==> config.mk <==
export PLATFORM = sky130hd
export DESIGN_NAME = motoro3_gate_deadtime
export DESIGN_NICKNAME = d
export VERILOG_FILES = /design/src/rtl/motoro3_gate_deadtime.sv
export SDC_FILE = /design/constraint.sdc
export NUM_CORES = 1
export LEC_CHECK = 0
export CAP_MARGIN = 20
export CELL_PAD_IN_SITES_DETAIL_PLACEMENT = 0
export CELL_PAD_IN_SITES_GLOBAL_PLACEMENT = 1
export CORE_MARGIN = 2
export CORE_UTILIZATION = 30
export DETAILED_ROUTE_END_ITERATION = 12
export PLACE_DENSITY = 0.7
export SETUP_SLACK_MARGIN = 0.4
export SLEW_MARGIN = 0
export SYNTH_ARGS = -nofsm -noshare
export SYNTH_HDL_FRONTEND = slang
export SYNTH_SLANG_ARGS = --single-unit
==> constraint.sdc <==
create_clock -name clk -period 2.45 [get_ports clk]
set_input_delay 0.49 -clock clk [delete_from_list [all_inputs] [get_ports clk]]
set_output_delay 0.49 -clock clk [all_outputs]
set_load 0.02 [all_outputs]
==> src/rtl/motoro3_gate_deadtime.sv <==
// rtl/motoro3_gate_deadtime.sv - half-bridge gate driver with dead time, min pulse and fault latch
// Turns one pwm request into complementary gateH/gateL drives that are never both on.
module motoro3_gate_deadtime #(
    parameter int DT_W = 8,
    parameter int MP_W = 8
) (
    input  logic            clk,
    input  logic            rst,
    input  logic            pwmActive1,
    input  logic            pwm,
    input  logic            m3r_syncRect,
    input  logic [DT_W-1:0] m3r_deadTime,
    input  logic [MP_W-1:0] m3r_minPulse,
    input  logic            faultIn,
    input  logic            faultClr,
    output logic            gateH,
    output logic            gateL,
    output logic            faultSticky,
    output logic [7:0]      stretchCnt
);

    typedef enum logic [2:0] {
        ST_OFF,
        ST_DT_H,
        ST_ON_H,
        ST_DT_L,
        ST_ON_L,
        ST_FAULT
    } state_t;

    state_t          state;
    state_t          state_nxt;
    logic            pwm_r;
    logic [DT_W-1:0] dt_cnt;
    logic [DT_W-1:0] dt_nxt;
    logic [MP_W-1:0] min_cnt;
    logic [MP_W-1:0] min_nxt;
    logic            stretched;
    logic            stretched_nxt;
    logic            stretch_inc;
    logic [DT_W-1:0] dt_load;
    logic [MP_W-1:0] mp_load;

    // A programmed value of zero behaves like one cycle.
    assign dt_load = (m3r_deadTime == '0) ? '0 : m3r_deadTime - DT_W'(1);
    assign mp_load = (m3r_minPulse == '0) ? '0 : m3r_minPulse - MP_W'(1);

    always_comb begin
        state_nxt     = state;
        dt_nxt        = dt_cnt;
        min_nxt       = min_cnt;
        stretched_nxt = stretched;
        stretch_inc   = 1'b0;
        if (faultIn) begin
            state_nxt = ST_FAULT;
        end else if (state == ST_FAULT) begin
            if (faultClr) state_nxt = ST_OFF;
        end else if (!pwmActive1) begin
            state_nxt = ST_OFF;
        end else begin
            case (state)
                ST_OFF: begin
                    if (pwm_r) begin
                        state_nxt = ST_DT_H;
                        dt_nxt    = dt_load;
                    end else if (m3r_syncRect) begin
                        state_nxt = ST_DT_L;
                        dt_nxt    = dt_load;
                    end
                end
                ST_DT_H: begin
                    if (!pwm_r) begin
                        state_nxt = ST_OFF;
                    end else if (dt_cnt == '0) begin
                        state_nxt     = ST_ON_H;
                        min_nxt       = mp_load;
                        stretched_nxt = 1'b0;
                    end else begin
                        dt_nxt = dt_cnt - DT_W'(1);
                    end
                end
                ST_DT_L: begin
                    if (pwm_r || !m3r_syncRect) begin
                        state_nxt = ST_OFF;
                    end else if (dt_cnt == '0) begin
                        state_nxt = ST_ON_L;
                        min_nxt   = mp_load;
                    end else begin
                        dt_nxt = dt_cnt - DT_W'(1);
                    end
                end
                ST_ON_H: begin
                    if (min_cnt != '0) begin
                        min_nxt = min_cnt - MP_W'(1);
                        // Count each held-on pulse once, on the first early release.
                        if (!pwm_r && !stretched) begin
                            stretch_inc   = 1'b1;
                            stretched_nxt = 1'b1;
                        end
                    end else if (!pwm_r) begin
                        if (m3r_syncRect) begin
                            state_nxt = ST_DT_L;
                            dt_nxt    = dt_load;
                        end else begin
                            state_nxt = ST_OFF;
                        end
                    end
                end
                ST_ON_L: begin
                    if (!m3r_syncRect) begin
                        state_nxt = ST_OFF;
                    end else if (min_cnt != '0) begin
                        min_nxt = min_cnt - MP_W'(1);
                    end else if (pwm_r) begin
                        state_nxt = ST_DT_H;
                        dt_nxt    = dt_load;
                    end
                end
                default: state_nxt = ST_OFF;
            endcase
        end
    end

    always_ff @(posedge clk) begin
        if (rst) begin
            state       <= ST_OFF;
            pwm_r       <= 1'b0;
            dt_cnt      <= '0;
            min_cnt     <= '0;
            stretched   <= 1'b0;
            gateH       <= 1'b0;
            gateL       <= 1'b0;
            faultSticky <= 1'b0;
            stretchCnt  <= 8'd0;
        end else begin
            state       <= state_nxt;
            pwm_r       <= pwm;
            dt_cnt      <= dt_nxt;
            min_cnt     <= min_nxt;
            stretched   <= stretched_nxt;
            gateH       <= (state_nxt == ST_ON_H);
            gateL       <= (state_nxt == ST_ON_L);
            faultSticky <= (state_nxt == ST_FAULT);
            if (stretch_inc && stretchCnt != 8'hFF) stretchCnt <= stretchCnt + 8'd1;
        end
    end

endmodule

# Word-level counts from Yosys, hierarchy flattened
# Cells that the tools add are included.
op_classes:
  n_eq_ne: 19
  mux: 47
  bitwise_logic: 2
  n_reduce_logical: 17
  addsub: 5
op_table:
  columns: ["operator", "count"]
  rows:
  - ["8-bit two-way mux", 17]
  - ["3-bit two-way mux", 15]
  - ["8-bit case mux with 5 select lines", 1]
  - ["8-bit case mux with 4 select lines", 1]
  - ["8-bit by 1-bit subtractor with 8-bit output, second input constant", 4]
  - ["8-bit zero test", 3]
  - ["2-bit inequality test, second input constant", 10]
  - ["3-bit case mux with 5 select lines", 1]
  - ["3-bit equality test, second input constant", 4]
  - ["11-bit AND reduction", 1]
  - ["1-bit two-way mux", 10]
  - ["3-bit by 2-bit equality test with 1-bit output, second input constant", 3]
  - ["8-bit by 1-bit adder with 8-bit output, second input constant", 1]
  - ["8-bit inequality test, second input constant", 1]
  - ["8-bit AND reduction", 1]
  - ["8-bit nonzero test", 1]
  - ["7-bit AND reduction", 1]
  - ["5-bit nonzero test", 1]
  - ["4-bit nonzero test", 1]
  - ["3-bit by 1-bit equality test with 1-bit output, second input constant", 1]
  - ["1-bit zero test", 3]
  - ["3-bit zero test", 1]
  - ["1-bit logical AND", 2]
  - ["2-bit two-way mux", 1]
  - ["4 further kinds", 5]
totals:
  regBits: 32
  out_inout_bits: 11
  in_bits: 23

# Logic depth before layout (Yosys ltp)
# Gate-level depths: netlist (run 1).
logic_depth:
  depth_word: 9
  depth_mapped: 9
  ltp_nobuf: 8

# Least setup slack after synthesis (run 1)
# No wires, ideal clock.
synth_timing:
  path_kind: "register -> register"
  startpoint: "register dt_cnt[2]"
  endpoint: "register min_cnt[4]"
  setup_ns: 0.132
  required_time_ns: 2.318
  slack_ns: 0.037
  stages_incl_launch_ff: 9
  arrival_time_ns: 2.281
  path_buffers: 2
  path_cell_list: "dfxtp_1 buf_6 or4_4 nor4b_4 a22oi_2 or3_1 clkbuf_1 o21ai_0 a21oi_1"
synth_between:
  elab_chain_cells: 4
  word_cells_on_any_way: 5
  classes_between: "mux: 4; reduce/logical: 1"
synth_lines:
  columns: ["item", "line_no", "rtl"]
  rows:
  - ["start: declaration", "34", "logic [DT_W-1:0] dt_cnt;"]
  - ["start signal: assignment", "138", "dt_cnt <= dt_nxt;"]
  - ["8-bit zero test (*)", "74, 85", null]
  - ["8-bit two-way mux (*)", null, null]
  - ["8-bit two-way mux, on equally long branches", null, null]
  - ["8-bit case mux with 4 select lines (*)", null, null]
  - ["end signal: assignment", "139", "min_cnt <= min_nxt;"]
  - ["end: declaration", "36", "logic [MP_W-1:0] min_cnt;"]
# Every way passes the cells marked *; elsewhere a longest branch is shown, timed or not. The select of a mux whose other input is x is not followed.
# A chain may end at the register's enable or synchronous reset.

# Worst setup path in the final report (run 1)
layout_timing:
  startpoint: "register dt_cnt[2]"
  endpoint: "register min_cnt[6]"
# The elaborated chain is that of the path after synthesis.

==> metrics.md, run 1 <==
| Metric | Value |
|---|---|
| Status | completed |
| Final hold viol count | 0 |
| Crit path depth | 6 |
| Fin crit share | 92.3% |
| Post-Place Setup Slack | -0.167 ns |
| Gpl congestion | 0.898 |
| CTS H-tree lvls | 2 |
| Final Instance Area | 3530 sq um |
| Worst-Margin Slew | 0.517 ns |
| DP Wirelength | 5.35 mm |
| Drt pass-1 iters | 4 |
| Yosys cell types | 54 |
| Port buffer count | 33 |
| Leakage | 0.00130 uW |
| Critical path's largest stage delay | 0.56 ns |
| Clock slew at reported path FFs | 0.07 ns |
| Starting Density | 30.5% |
| Clock tree buffer depth | 2 |
| ANT cells | 0 |
| IO Pins | 34 |
| Drt wl/cell | 13.9 microns |
| CP Buf/Inv Count | 0 |
| Starting DRT DRC Count | 150 |
| Worst Hold Class | flip-flop to flip-flop |
| Crit path to | min_cnt[6] |
| Die height | 94.9 microns |
| Vias in the first global route | 2,535 |
| Worst-skew pair later-pin latency | 0.29 ns |
| Synth Register Bits | 32 |
| Seq/Total Area, Yosys | 25.8% |
| Slew margin rel. | 65.2% |
| Final std cells w/o fill | 517 |
| Reg2Reg Depth | 6 |
| Syn nets | 369 |
| Final wirelength | 7.20 mm |
| Slew Limit Fails | 0 |
| Slowest-stage cell, CP | or4_4 |
| Placed cells | 502 |
| All-Layer GR Usage | 16.8% |
| # DRC | 0 |
| Mapped Cells | 339 |
| Synthesized cell area | 2480 sq um |
| Final setup margin | 0.189 ns |
| Startpoint of the worst hold path | min_cnt[4] |
| Top FF cell, synth | dfxtp_1 |
| Fin crit period | 2.26 ns |
| DIE AREA | 9010 sq um |
| Grt ovf | 0 |
| CP Data Required Time | 2.67 ns |
| Crit-path max FO | 3 |
| Crit path from | dt_cnt[2] |
| Avg Inst Size Synth | 7.32 sq um |
| PwrDens | 460 nW/um^2 |
| Final nets | 441 |
| Critical Path Start Type | flip-flop |
| Synth warn | 0 |
| Worst r2r src | dt_cnt[2] |
| CTS root buffer | clkbuf_8 |
| First-pass GRT wire length | 12.2 mm |
| Critical path data arrival time | 2.48 ns |
| Final antenna-violating net count | 0 |
| Initial antenna violation count | 0 |
| Share of layout cells above drive strength 1 | 22.8% |
| Vias | 2,696 |
| Largest net degree at the start of global routing | 29 |
| Placed cell areas | 3230 sq um |
| Area Growth Syn to Fin | 42.4% |
| Utilization after layout | 43.4% |
| CTS tree | built |
| Core ar. | 8130 sq um |
| Dominant cell type by area after synthesis | dfxtp_1 |
| Post-CTS Hold Fix Bufs | 0 |
| Peak supply drop | 219 uV |
| Critical path class | flip-flop to flip-flop |
| CP Cell Sequence | or4_4, nor4b_4, a22oi_2, or3_4, or3_1, a21oi_2 |
| Site Rows | 33 |
| Crit Reg-Reg Endpoint | min_cnt[6] |
| Cell family with most CP delay | simple AND/OR/NAND/NOR gates |
| RSZ-0062 raised after global routing | true |
| Sink Count | 32 |
| Number of synthesized flops with an enable pin | 0 |
| Flop-to-flop setup slack | 0.19 ns |
| Synth area leaders | dfxtp_1 26%, nor2_1 5.7%, a21oi_1 5.0%, o21ai_0 4.2%, xnor2_1 4.2% |
| Critical path endpoint category | flip-flop |
| Clock skew | 0.00202 ns |
| Setup Viol. Count Final | 0 |
| Max Clock Freq | 0.442 GHz |
| FFs w/ async S/R, synth | 0% |
| Total of max-cap violations | 0 |
| Total CTS buffers | 5 |
| Vias per Instance | 5.21 |
| Die W | 94.9 microns |
| Total power | 1620 uW |
| Synth top area share | 25.8% |
## power by group
group	total, uW	switching (uW)	internal (uW)
logic	553	278	276
registers	565	25.1	540
clock network	506	204	302
## logic make-up after synthesis
family / Yosys count / synth area share [%]
muxes: 4 / 1.66
AOI/OAI and AO/OA: 107 / 28.2
DFF: 32 / 25.8
buffers and inverters: 34 / 5.45
and+or+nand+nor: 135 / 28.2
xor gates and xnor gates: 20 / 7.06
adders and majority gates: 7 / 3.53
## cell usage in the layout (no fill, tap or decap), drive strengths merged, types with 10 or more instances in the layout
master and n:
nor3 14, a21oi 26, dfxtp 32, a211oi 10, nor2 38, clkdlybuf4s50 29
inv 14, buf 52, o21ai 23, nand2 27, xnor2 12
## through the flow
| step | hold slack, ns | TNS, ns |
|---|---|---|
| 4_1_cts | 0.492 | 0 |
| 5_1_grt | 0.526 | 0 |
| 2_1_floorplan | 0.458 | 0 |
| 3_5_place_dp | 0.483 | -0.234 |
| 3_3_place_gp | 0.480 | -0.146 |
| 6_report | 0.497 | 0 |
## registers in the layout, indices dropped and copies added (netlist names)
| register | cells |
|---|---|
| pwm_r | 1 |
| gateH | 1 |
| state | 3 |
| faultSticky | 1 |
| min_cnt | 8 |
| stretched | 1 |
| stretchCnt | 8 |
| dt_cnt | 8 |
| gateL | 1 |
## synthesized netlist by cell type (2+ instances only)
| library cell | number |
|---|---|
| clkbuf_1 | 19 |
| nor3_1 | 14 |
| o211ai_1 | 3 |
| o311ai_0 | 2 |
| dfxtp_1 | 32 |
| o31ai_1 | 6 |
| nor4_1 | 4 |
| nand3_1 | 7 |
| nor3b_1 | 4 |
| nor2b_1 | 9 |
| a211oi_1 | 10 |
| inv_1 | 14 |
| a21o_1 | 2 |
| xor2_1 | 8 |
| nand2b_1 | 7 |
| xnor2_1 | 12 |
| nor2_1 | 38 |
| and2_1 | 2 |
| a21oi_1 | 25 |
| a21boi_0 | 2 |
| o21ai_0 | 21 |
| mux2i_1 | 3 |
| or3_1 | 4 |
| and3_1 | 7 |
| ha_1 | 7 |
| nand4_1 | 4 |
| o22ai_1 | 7 |
| a31oi_1 | 6 |
| a221oi_1 | 5 |
| nand2_1 | 27 |
| o21bai_1 | 4 |
| o21ai_1 | 2 |
## routing by layer
layer | vias up | track usage (%) | wire length, microns
met1 | 1256 | 21.6 | 3330
met5 | - | 0 | 0
met2 | 48 | 28.3 | 3570
met4 | 0 | 5.19 | 76
li1 | 1385 | - | -
met3 | 7 | 3.11 | 220
## worst reg2reg max path, delay by kind of cell, from the launching register on
family,cells,cell delay (ns)
simple gates,4,1.63
flops,1,0.32
compound gates,2,0.26
## timing repair
action	CTS	global route
setup buffers	4	3
endpoints found under the hold margin	0	0
setup endpoints to repair	21	29
pin swaps	13	12
resized for setup	23	26
## final cells by class
| class | count | area (sq um) |
|---|---|---|
| Fill cell | 832 | 4600 |
| Timing Repair Buffer | 85 | 748 |
| Tap cell | 105 | 131 |
| Inverter | 14 | 52.6 |
| Sequential cell | 32 | 644 |
| Clock buffer | 6 | 72.6 |
| Multi-Input combinational cell | 273 | 1850 |
| Clock inverter | 2 | 35.0 |
## worst min path at each step
stage / end / slack [ns] / cells after the start
floorplan: dt_cnt[5] / 0.46 / 2
global placement: dt_cnt[5] / 0.48 / 2
detailed placement: min_cnt[5] / 0.48 / 2
CTS: min_cnt[5] / 0.49 / 2
global route: min_cnt[4] / 0.53 / 2
finish: min_cnt[4] / 0.50 / 2
Note: power is estimated with default switching activity, not from simulation.
==> inputs of run 2 (changes only) <==
Settings changed: CORE_MARGIN 2 to default, PLACE_DENSITY 0.7 to 0.76.
==> run 2 against run 1 <==
  * Total power is 0.89% lower
  * Sequential share of layout area is 0.22 points higher
  * Register-to-register slack better by 0.097 ns
  * Critical path depth stayed put
  * First-iteration DRC count is 3.3% lower
  * Setup slack better by 0.097 ns
  * Die area is 4.2% lower
  * Worst hold slack worse by 0.0073 ns
  * Sequential power hardly changed
  * Clock-buffer cell count is 1 lower
  * Combinational power is 6.0% lower
  * Cell count is 1.4% lower
  * Largest cell class unchanged
  * Highest routed layer unchanged
==> metrics.md, run 2 (same netlist as run 1, synthesis figures left out) <==
| Metric | Value |
|---|---|
| Total CTS buffers | 5 (unchanged) |
| CP Cell Sequence | or4_4, nor4b_4, a22oi_2, or3_4, or3_1, a21oi_1 |
| Top flop regs | dt_cnt x8, min_cnt x8, stretchCnt x8 |
| CP Data Required Time | 2.68 ns (about the same) |
| Area Growth Syn to Fin | 41.3% |
| Crit Reg-Reg Endpoint | min_cnt[6] |
| PwrDens | 459 nW/um^2 (about the same) |
| Worst-skew pair later-pin latency | 0.30 ns (about the same) |
| Initial antenna violation count | 0 (unchanged) |
| Final antenna-violating net count | 0 (unchanged) |
| Vias per Instance | 5.35 (+2.6%) |
| Peak supply drop | 206 uV (-6.1%) |
| CTS tree | built |
| Critical path class | flip-flop to flip-flop |
| Internal power | 1100 uW (-1.7%) |
| Critical path's largest stage delay | 0.56 ns (about the same) |
| ANT cells | 0 (unchanged) |
| Sink Count | 32 (unchanged) |
| RSZ-0062 raised after global routing | true |
| Starting Density | 31.6% (+1.1 points) |
| All-Layer GR Usage | 17.3% (+0.55 points) |
| Worst r2r src | dt_cnt[4] |
| Final nets | 437 (-0.91%) |
| FF+latch area | 647 sq um (+0.39%) |
| # DRC | 0 (unchanged) |
| WHS | 0.490 ns (-0.00727 ns) |
| Core ar. | 7850 sq um (-3.5%) |
| CTS H-tree lvls | 2 (unchanged) |
| Multi-input logic area | 1870 sq um (+1.4%) |
| Grt ovf | 0 (unchanged) |
| Setup Viol. Count Final | 0 (unchanged) |
| Slowest-stage cell, CP | or4_4 |
| Post-Place Setup Slack | -0.162 ns (+0.00462 ns) |
| Total of max-cap violations | 0 (unchanged) |
| Total power | 1610 uW (-0.89%) |
| First-pass GRT wire length | 12.1 mm (-0.73%) |
| Share of layout cells above drive strength 1 | 23.0% (+0.22 points) |
| IO Pins | 34 (unchanged) |
| Drt pass-1 iters | 4 (unchanged) |
| Reg2Reg Depth | 6 (unchanged) |
| Flop-to-flop setup slack | 0.29 ns (+0.10 ns) |
| Flop pwr share | 35.3% (+0.5 points) |
| Die height | 92.9 microns (-2.1%) |
| Slew margin rel. | 56.0% (-9.2 points) |
| Commonest non-fill, non-tap cells in the layout | 45 x buf_4, 36 x nor2_1, 29 x clkdlybuf4s50_1 |
| Worst Hold Class | flip-flop to flip-flop |
| Site Rows | 32 (-3.0%) |
| Port buffer count | 33 (unchanged) |
| Starting DRT DRC Count | 145 (-3.3%) |
| Clock tree buffer depth | 2 (unchanged) |
| Largest net degree at the start of global routing | 29 (unchanged) |
| Critical Path Start Type | flip-flop |
| Setup TNS | 0 ns (unchanged) |
| Sw Pwr | 512 uW (+0.98%) |
| Die W | 92.9 microns (-2.1%) |
| Max Clock Freq | 0.462 GHz (+4.5%) |
| Drt wl/cell | 13.9 microns (-0.15%) |
| Critical path endpoint category | flip-flop |
| Clock slew at reported path FFs | 0.08 ns (about the same) |
| Leakage | 0.00130 uW (-0.22%) |
| Slew Limit Fails | 0 (unchanged) |
| Net Sw Frac | 31.8% (+0.59 points) |
| Vias in the first global route | 2,555 (+0.79%) |
| Fin crit share | 88.4% (-3.9 points) |
| Crit-path max FO | 3 (unchanged) |
| DP Wirelength | 5.17 mm (-3.3%) |
| WHS Path Cells | 2 (unchanged) |
| Clock skew | 0.0137 ns (+0.0117 ns) |
| Status | completed |
| Final hold viol count | 0 (unchanged) |
| Clock network power share | 32.4% (+1.3 points) |
| Commonest non-fill, non-tap cell in the layout | buf_4 |
| Post-CTS Hold Fix Bufs | 0 (unchanged) |
| Vias | 2,728 (+1.2%) |
| Startpoint of the worst hold path | min_cnt[7] |
| Hold endpoint | min_cnt[7] |
| Critical path data arrival time | 2.39 ns (-0.09 ns) |
| Worst-Margin Slew | 0.654 ns (+0.136 ns) |
| CTS root buffer | clkbuf_8 |
| Final setup margin | 0.285 ns (+0.0965 ns) |
| Comb pwr share | 32.3% (-1.8 points) |
| Fillers | 806 (-3.1%) |
| Gpl congestion | 0.882 (-1.7%) |
| Final wirelength | 7.09 mm (-1.5%) |
| Fin crit period | 2.16 ns (-0.0965 ns) |
| DIE AREA | 8640 sq um (-4.2%) |
-- run 2: power groups by stage --
| stage | Combinational (uW) | Clock, uW | Sequential [uW] |
|---|---|---|---|
| 4_1_cts | 497 | 534 | 564 |
| 3_5_place_dp | 469 | 0 | 575 |
| 2_1_floorplan | 299 | 0 | 567 |
| 3_3_place_gp | 470 | 0 | 575 |
| 5_1_grt | 574 | 557 | 571 |
| 6_report | 520 | 522 | 568 |
-- run 2: layout make-up --
type                            instances  share of cell area [%]
Inverter                               14                    1.50
Multi-Input combinational cell        273                    53.5
Clock buffer                            5                    1.96
Sequential cell                        32                    18.5
Tap cell                              102                    3.64
Timing Repair Buffer                   81                    19.7
Clock inverter                          3                    1.21
-- run 2: worst max-delay path, delay by kind of cell, from the launching register on --
kind | cells | cell delay, ns
AND/OR/NAND/NOR | 4 | 1.54
flip-flops | 1 | 0.31
AO/OA/AOI/OAI | 2 | 0.25
-- run 2: how the worst max path moves through the flow --
stage / end / start
CTS: min_cnt[6] / dt_cnt[4]
global placement: dt_cnt[6] / m3r_deadTime[0]
finish: min_cnt[6] / dt_cnt[4]
detailed placement: dt_cnt[6] / m3r_deadTime[1]
floorplan: min_cnt[6] / dt_cnt[5]
global route: min_cnt[6] / dt_cnt[4]
-- run 2: stage by stage --
step	instance area (sq um)	std cells	utilization (%)
after floorplan	2520	339	-
after global placement	3200	495	40.7
after detailed placement	3200	495	40.7
after CTS	3390	510	43.2
after global routing	3500	510	44.7
final	3500	510	44.7
-- run 2: timing repair --
action,CTS,global route
cloned,1,0
pin swaps,10,9
setup endpoints to repair,25,27
setup buffers,6,0
hold endpoints to repair,0,0
gates resized for setup,20,26
-- run 2: per-layer routing --
metal	part of all wire, %	global-route usage (%)	vias up
li1	-	-	1378
met1	44	21.5	1247
met2	47	28.2	85
met3	5.3	3.61	18
met4	3.0	8.46	0
met5	0	0	-
==> inputs of run 3 (changes only) <==
Settings changed: CORE_ASPECT_RATIO from default to 0.7, PLACE_DENSITY 0.76 to default, PLACE_DENSITY_LB_ADDON from default to 0.1.
==> run 3 against run 2 <==
  * Die area about the same
  * Setup slack got worse by 0.12 ns
  * Core utilization increased by 0.53 points
  * Register-to-register slack got worse by 0.12 ns
  * Combinational power increased by 8.8%
  * First-iteration DRC count decreased by 16%
  * Routed wire length increased by 12%
  * Design area increased by 2.4%
  * Global-route usage increased by 1.5 points
  * Total power increased by 15%
  * Clock power increased by 37%
==> metrics.md, run 3 (same netlist as run 1, synthesis figures left out) <==
| Metric | Value |
|---|---|
| Status | completed |
| ANT cells | 0 (unchanged) |
| Worst-Margin Slew | 0.618 ns (-0.0359 ns) |
| Setup Viol. Count Final | 0 (unchanged) |
| Vias | 2,682 (-1.7%) |
| Critical path class | flip-flop to flip-flop |
| Total of max-cap violations | 0 (unchanged) |
| Gpl congestion | 0.789 (-11%) |
| Critical Path Start Type | flip-flop |
| Fillers | 806 (unchanged) |
| Final setup margin | 0.167 ns (-0.118 ns) |
| Total CTS buffers | 5 (unchanged) |
| Worst-skew pair later-pin latency | 0.28 ns (-0.02 ns) |
| Flop-to-flop setup slack | 0.17 ns (-0.12 ns) |
| Top flop regs | dt_cnt x8, min_cnt x8, stretchCnt x8 |
| CTS H-tree lvls | 2 (unchanged) |
| Worst Hold Class | flip-flop to flip-flop |
| Worst r2r src | dt_cnt[2] |
| Clock skew | 0.00361 ns (-0.0101 ns) |
| Drt wl/cell | 15.7 microns (+13%) |
| Largest net degree at the start of global routing | 29 (unchanged) |
| RSZ-0062 raised after global routing | true |
| Total power | 1850 uW (+15%) |
| Vias in the first global route | 2,493 (-2.4%) |
| Final hold viol count | 0 (unchanged) |
| IO Pins | 34 (unchanged) |
| Reg2Reg Depth | 6 (unchanged) |
| Clock tree buffer depth | 2 (unchanged) |
| Sink Count | 32 (unchanged) |
| DP Wirelength | 5.87 mm (+13%) |
| Critical path endpoint category | flip-flop |
| Peak supply drop | 233 uV (+13%) |
| Initial antenna violation count | 0 (unchanged) |
| Final antenna-violating net count | 0 (unchanged) |
| Site Rows | 27 (-16%) |
| Max Clock Freq | 0.438 GHz (-5.2%) |
| First-pass GRT wire length | 12.9 mm (+7.1%) |
| Crit path to | min_cnt[6] |
| Commonest non-fill, non-tap cell in the layout | buf_4 |
| Fin crit period | 2.28 ns (+0.118 ns) |
| DIE AREA | 8640 sq um (about the same) |
| CTS root buffer | clkbuf_16 |
| Slew margin rel. | 58.7% (+2.7 points) |
| Final wirelength | 7.92 mm (+12%) |
| Post-CTS Hold Fix Bufs | 0 (unchanged) |
| All-Layer GR Usage | 18.8% (+1.5 points) |
| Starting DRT DRC Count | 122 (-16%) |
| # DRC | 0 (unchanged) |
| Share of layout cells above drive strength 1 | 23.0% (about the same) |
| Final nets | 433 (-0.92%) |
| Critical path data arrival time | 2.49 ns (+0.10 ns) |
| Post-Place Setup Slack | -0.120 ns (+0.0417 ns) |
| Starting Density | 31.3% (-0.36 points) |
| Leakage | 0.00132 uW (+1.7%) |
| Crit Reg-Reg Endpoint | min_cnt[6] |
| Die height | 78.1 microns (-16%) |
| Crit path from | dt_cnt[2] |
| Port buffer count | 33 (unchanged) |
| Fin crit share | 93.2% (+4.8 points) |
| Final Instance Area | 3590 sq um (+2.4%) |
| Utilization after layout | 45.2% (+0.53 points) |
| Slew Limit Fails | 0 (unchanged) |
| Grt ovf | 0 (unchanged) |
| Drt pass-1 iters | 4 (unchanged) |
| Die W | 111 microns (+19%) |
| Commonest non-fill, non-tap cells in the layout | 40 x buf_4, 35 x nor2_1, 29 x clkdlybuf4s50_1 |
| Vias per Instance | 5.31 (-0.71%) |
| CP Data Required Time | 2.66 ns (-0.02 ns) |
| Crit-path max FO | 2 (-1) |
| Clock slew at reported path FFs | 0.06 ns (-0.02 ns) |
| PwrDens | 514 nW/um^2 (+12%) |
| Area Growth Syn to Fin | 44.6% |
| Core ar. | 7940 sq um (+1.2%) |
| Placed cell areas | 3200 sq um (+0.12%) |
| CTS tree | built |
==> run 3: cell types whose count changed in the layout (fill, tap and decap cells not counted), sizes merged <==
cell	before	now
buf	48	44
clkdlybuf4s15	1	0
clkbuf	5	6
dlygate4sd2	3	4
clkinvlp	1	0
==> run 3: cell type report <==
type | instances | area (sq um) | area share, %
multi-input cells | 273 | 1920 | 53.4
repair buffers | 77 | 679 | 18.9
flip-flops and latches | 32 | 648 | 18.1
clock buffers | 6 | 129 | 3.59
well taps | 101 | 126 | 3.52
inverters | 14 | 52.6 | 1.46
clock inverters | 2 | 35.0 | 0.977
==> run 3: routing by layer <==
metal / up-vias / global-route usage [%] / share of wire [%]
met5: - / 0 / 0
met4: 0 / 4.40 / 0.72
met3: 5 / 3.55 / 4.3
met2: 50 / 25.5 / 39
met1: 1254 / 29.5 / 56
li1: 1373 / - / -
==> run 3: critical path, stage by stage, from the launching register on <==
cell and delay, ns:
dfxtp_2 0.32, or4_4 0.55, nor4b_4 0.37, a22oi_2 0.15, or3_4 0.35, or3_1 0.35
a21oi_1 0.12
==> run 3: timing repair <==
| action | in CTS | in global routing |
|---|---|---|
| buffers inserted | 3 | 1 |
| setup endpoints to repair | 27 | 28 |
| cloned | 0 | 0 |
| pin swaps | 13 | 13 |
| gates resized for setup | 25 | 28 |
==> run 3: stage by stage <==
step / cells / setup TNS, ns / hold slack (ns)
after global routing: 505 / 0 / 0.520
final: 505 / 0 / 0.501
after floorplan: 339 / 0 / 0.458
after detailed placement: 493 / -0.120 / 0.487
after CTS: 504 / 0 / 0.496
after global placement: 493 / -0.0850 / 0.481
==> run 3: power breakdown <==
group | switching [uW] | internal [uW]
sequential | 23.9 | 540
clock | 237 | 478
combinational | 299 | 267
==> run 3: worst min path at each step <==
stage | cells after the start | endpoint | startpoint
after floorplan | 2 | dt_cnt[5] | dt_cnt[5]
after global routing | 2 | min_cnt[5] | min_cnt[5]
after global placement | 2 | min_cnt[5] | min_cnt[5]
after CTS | 2 | dt_cnt[5] | dt_cnt[5]
final | 2 | dt_cnt[5] | dt_cnt[5]
after detailed placement | 2 | min_cnt[5] | min_cnt[5]
